--- config.mk ---
export PLATFORM = sky130hd
export DESIGN_NAME = pmem_arbiter
export DESIGN_NICKNAME = d
export VERILOG_FILES = /design/src/rtl/pmem_arbiter.sv
export SDC_FILE = /design/constraint.sdc
export NUM_CORES = 1
export LEC_CHECK = 0
export ABC_CLOCK_PERIOD_IN_PS = 9900
export CAP_MARGIN = 20
export CORE_AREA = 2 2 635 637
export DETAILED_ROUTE_END_ITERATION = 10
export DIE_AREA = 0 0 637 639
export PLACE_DENSITY = 0.33
export SKIP_LAST_GASP = 1
export SYNTH_ARGS = -nofsm -noshare
export SYNTH_HDL_FRONTEND = slang
export SYNTH_SLANG_ARGS = --single-unit
--- constraint.sdc ---
create_clock -name clk -period 9.9 [get_ports clk]
set_input_delay 1.98 -clock clk [delete_from_list [all_inputs] [get_ports clk]]
set_output_delay 1.98 -clock clk [all_outputs]
set_load 0.01 [all_outputs]
--- src/rtl/pmem_arbiter.sv ---
// pmem_arbiter
// Arbitrates cache-line read/write requests from NUM_PORTS caches onto a
// single physical memory port. One transaction is in flight at a time:
// IDLE picks a winner and latches its op/address/wdata, BUSY holds the
// memory strobe until pmem_resp, and RECOVER inserts one dead cycle.
//
// Configuration macro: PMEM_ARB_RR_EN
//   defined   -> round-robin arbitration from a priority pointer
//   undefined -> fixed priority, lowest requesting index wins
//
// Ports:
//   clk, rst                 clock, async active-high reset
//   port_read/port_write     per-port requests, held until port_resp
//   port_addr/port_wdata     per-port address / write line (packed by port)
//   port_rdata/port_resp     per-port read line / one-cycle completion pulse
//   pmem_read/pmem_write     memory strobes (combinational from state)
//   pmem_address/pmem_wdata  latched address / write line of the winner
//   pmem_rdata/pmem_resp     memory return data / done
//   busy                     high whenever the FSM is not IDLE
module pmem_arbiter #(
  parameter int NUM_PORTS  = 2,
  parameter int ADDR_WIDTH = 32,
  parameter int LINE_WIDTH = 256
) (
  input  logic                            clk,
  input  logic                            rst,
  input  logic [NUM_PORTS-1:0]            port_read,
  input  logic [NUM_PORTS-1:0]            port_write,
  input  logic [NUM_PORTS*ADDR_WIDTH-1:0] port_addr,
  input  logic [NUM_PORTS*LINE_WIDTH-1:0] port_wdata,
  output logic [NUM_PORTS*LINE_WIDTH-1:0] port_rdata,
  output logic [NUM_PORTS-1:0]            port_resp,
  output logic                            pmem_read,
  output logic                            pmem_write,
  output logic [ADDR_WIDTH-1:0]           pmem_address,
  output logic [LINE_WIDTH-1:0]           pmem_wdata,
  input  logic [LINE_WIDTH-1:0]           pmem_rdata,
  input  logic                            pmem_resp,
  output logic                            busy
);

  localparam int IDX_W = (NUM_PORTS > 1) ? $clog2(NUM_PORTS) : 1;

  typedef enum logic [1:0] {
    IDLE    = 2'd0,
    BUSY    = 2'd1,
    RECOVER = 2'd2
  } state_t;

  state_t                  state_q, state_d;
  logic [IDX_W-1:0]        grant_q, grant_d;
  logic                    op_write_q, op_write_d;
  logic [ADDR_WIDTH-1:0]   addr_q, addr_d;
  logic [LINE_WIDTH-1:0]   wdata_q, wdata_d;

  logic [NUM_PORTS-1:0]    req;
  logic [IDX_W-1:0]        win_idx;
  logic                    win_vld;
  logic [ADDR_WIDTH-1:0]   addr_sel;
  logic [LINE_WIDTH-1:0]   wdata_sel;
  logic                    wr_sel;
  logic                    resp_fire;

  assign req       = port_read | port_write;
  assign resp_fire = (state_q == BUSY) && pmem_resp;

`ifdef PMEM_ARB_RR_EN
  logic [IDX_W-1:0] ptr_q, ptr_d;
  logic [IDX_W-1:0] cand;

  // Search starts one past the last serviced port and wraps around.
  always_comb begin
    win_idx = '0;
    win_vld = 1'b0;
    cand    = '0;
    for (int k = 1; k <= NUM_PORTS; k++) begin
      cand = IDX_W'((int'(ptr_q) + k) % NUM_PORTS);
      if (!win_vld && req[cand]) begin
        win_vld = 1'b1;
        win_idx = cand;
      end
    end
  end

  always_comb begin
    ptr_d = ptr_q;
    if (resp_fire) ptr_d = grant_q;
  end

  always_ff @(posedge clk or posedge rst) begin
    if (rst) ptr_q <= IDX_W'(NUM_PORTS - 1);
    else     ptr_q <= ptr_d;
  end
`else
  // Descending scan so the lowest requesting index is the last to assign.
  always_comb begin
    win_idx = '0;
    win_vld = |req;
    for (int i = NUM_PORTS - 1; i >= 0; i--) begin
      if (req[i]) win_idx = IDX_W'(i);
    end
  end
`endif

  // Winner's request fields; a simultaneous read+write counts as a write.
  always_comb begin
    addr_sel  = '0;
    wdata_sel = '0;
    wr_sel    = 1'b0;
    for (int i = 0; i < NUM_PORTS; i++) begin
      if (win_idx == IDX_W'(i)) begin
        addr_sel  = port_addr[i*ADDR_WIDTH +: ADDR_WIDTH];
        wdata_sel = port_wdata[i*LINE_WIDTH +: LINE_WIDTH];
        wr_sel    = port_write[i];
      end
    end
  end

  always_comb begin
    state_d    = state_q;
    grant_d    = grant_q;
    op_write_d = op_write_q;
    addr_d     = addr_q;
    wdata_d    = wdata_q;
    case (state_q)
      IDLE: begin
        if (win_vld) begin
          state_d    = BUSY;
          grant_d    = win_idx;
          op_write_d = wr_sel;
          addr_d     = addr_sel;
          wdata_d    = wdata_sel;
        end
      end
      BUSY:    if (pmem_resp) state_d = RECOVER;
      RECOVER: state_d = IDLE;
      default: state_d = IDLE;
    endcase
  end

  always_ff @(posedge clk or posedge rst) begin
    if (rst) begin
      state_q    <= IDLE;
      grant_q    <= '0;
      op_write_q <= 1'b0;
      addr_q     <= '0;
      wdata_q    <= '0;
    end else begin
      state_q    <= state_d;
      grant_q    <= grant_d;
      op_write_q <= op_write_d;
      addr_q     <= addr_d;
      wdata_q    <= wdata_d;
    end
  end

  // Strobes decode straight from the state flop so reset drops them at once.
  assign pmem_read    = (state_q == BUSY) && !op_write_q;
  assign pmem_write   = (state_q == BUSY) &&  op_write_q;
  assign pmem_address = addr_q;
  assign pmem_wdata   = wdata_q;
  assign busy         = (state_q != IDLE);

  always_comb begin
    port_resp  = '0;
    port_rdata = '0;
    for (int i = 0; i < NUM_PORTS; i++) begin
      if (resp_fire && grant_q == IDX_W'(i)) begin
        port_resp[i]                          = 1'b1;
        port_rdata[i*LINE_WIDTH +: LINE_WIDTH] = pmem_rdata;
      end
    end
  end

endmodule

==> metrics.txt <==
flop2flop setup slack=~6400 ps; nets=3,959; hold depth=1; Clock H-tree levels=2; synth unique cells=19; post-CTS resize count=0; Clock Pin Slew Worst Setup and Hold Paths=roughly 50 ps; placed cell count=8,360; number of global-route vias before repair=around 22,000; Power, Total=9.727 mW; hold slack final=between 500 and 600 ps; GPL Wtd Cong=about 0.97; first-pass GRT wire length=350,100 µm; most frequent cells in the layout=1,631 x clkdlybuf4s50_1, 513 x and2_1, 292 x dfrtp_1; R2R Path End=pmem_wdata[141]$_DFFE_PP0P_; status=completed; Hold WC Path Type=reg -> reg; endpoints failing setup=0; gr usage total=0.1410; main flop type after synthesis=dfrtp_1; via/cell ratio=between 2 and 3; Pint=between 5 and 6 mW; P per Cell Area=about 240 nW/µm²; Leakage Power=~13 nW; power share of the clock group=0.188; TritonCTS Sinks=slightly below 300; Longest Clk Path Bufs=3; post-synthesis sequential area ratio=0.4408; commonest non-fill, non-tap cell in the layout=clkdlybuf4s50_1; drc violations=0; number of max-slew violations in the final report=0; Worst Path Arrival=slightly below 5000 ps; worst-path fanout max=~140; final hold vios=0; CTS buffer count=45; Max Cap Violations=0; Starting DRT DRC Count=between 1,500 and 2,000; fin crit share=0.6966; Synthesis Warnings=0; Worst Setup SP=pmem_resp; ys async rst share=1.000; Post-Syn Area=about 17,000 µm²; Top Ports=1,644; CTS root buffer=clkbuf_16; Core ar.=between 400,000 and 500,000 µm²; layout cells sized above 1=0.06375; slowest library cell on the worst path=and3_4; NetSw=roughly 4.3 mW; FMAX=0.1450 GHz; hold path endpoint=pmem_address[13]$_DFFE_PP0P_; register share of total power=0.227; Tmin final=6897 ps; dpl cell area=slightly below 40,000 µm²; Rows=233; combinational power share=0.585; Post-CTS Setup Bufs=0; Post-synth EDFFs=0; pre-CTS setup slack=between 3000 and 4000 ps; reg2reg path depth=6; IO buf count=~1,600; vias=approximately 23,000; crit start category=primary input; Die Ht=639 µm; Initial Util=0.04136; initial antenna violation count=370; worst path required time=approximately 7900 ps; DIE AREA=~410,000 µm²; Area growth, synth to finish=146.2%; Syn Area/Cell=~10 µm²; CP peak stage delay=670 ps; WL/cell=35.18 µm; Synth Net Count=~2,400; chip width=approximately 640 µm; hpwl dp=~270,000 µm; crit-path most repeated cell=clkdlybuf4s50_1; final instance area=approximately 41,000 µm²; sequence of cells on the critical path=clkdlybuf4s50_1 > and3_4 > buf_12 > and2_1 > clkdlybuf4s50_1; Worst Clk Skew=34.73 ps; kind of critical path=in -> out; Hold Startpoint=pmem_address[13]$_DFFE_PP0P_; final design utilization=0.1018; Clk Latency, worst-skew pair=between 700 and 800 ps; Post-Syn Instances=around 1,600; maximum vdd ir drop=0.1989 mV; Seq cells post-synth=292; Setup TNS=0 ps; RSZ-0062 raised after global routing=false; switching portion of total power=0.4434; drt first pass iters=5; worst slew pin tran=roughly 1300 ps; Final Non-Filler Cells=about 8,500; r2r startpoint=state_q[0]$_DFFE_PP0P_; Routed Antenna Nets=0; Final WS setup=between 3000 and 4000 ps; Total Wirelength=approximately 300,000 µm; CTS tree=built; Hold Buf Count CTS=0; Slew Limit Headroom=0.1585; GRT overflow=0; largest net degree at the start of global routing=~140; CP Capture Type=primary output
## Yosys cell counts (2+ instances only)
cell type	instances	share of area
buf_6	24	0.016
buf_2	33	0.010
o221a_2	79	0.054
clkbuf_1	128	0.029
a21oi_1	2	0.00060
dfrtp_1	292	0.44
or3_1	288	0.11
and2_1	513	0.19
o221a_1	209	0.14
inv_1	4	0.00091
nor2_1	4	0.00091
and3_1	2	0.00075
## final cells by class
class	instances	area (µm²)
fill	46123	360000
multi-input combinational	1104	8376
sequential	292	7307
antenna	75	187.7
clock buffer	60	1274
clock inverter	20	299.0
tap	5287	6615
timing repair buffer	1673	16740
inverter	4	18.77
## cell families after synthesis
group	Yosys count	synth area share
AND/OR/NAND/NOR	811	0.3055
AO/OA/AOI/OAI	292	0.1970
multiplexers	1	0.0006038
buffers and inverters	189	0.05615
flip-flops	292	0.4408
## worst max path at each step
stage | cells after the start | end
6_report | 5 | port_rdata[475]
5_1_grt | 5 | port_rdata[381]
4_1_cts | 5 | port_rdata[422]
3_5_place_dp | 5 | port_rdata[422]
3_3_place_gp | 5 | port_rdata[422]
2_1_floorplan | 1 | grant_q$_DFFE_PP0P_
## per-layer routing
layer  vias up  GRT usage  wire length [µm]
met5         -          0              1498
met4       216    0.03905             10350
met3       704    0.06406             31030
met2      1621     0.2583            153100
met1     10991     0.1430            103600
li1       9006          -                 -
## critical path: cells and delay by family
| family | cells | cell delay [ps] |
|---|---|---|
| buf+inv | 3 | 1450 |
| simple gates | 2 | 910 |
## registers in the layout (all words and copies together), names as in the netlist
name / count
state_q: 2
op_write_q: 1
grant_q: 1
pmem_wdata: 256
pmem_address: 32
## power by group through the flow
stage                     clock [mW]  sequential, mW  combinational (mW)
after floorplan                    0            2.37                1.71
final                           1.83            2.21                5.69
after global placement             0            2.21                5.92
after global routing            1.96            2.28                6.02
after detailed placement           0            2.22                5.91
after CTS                       1.93            2.21                5.95
(Power assumes the default switching activity.)
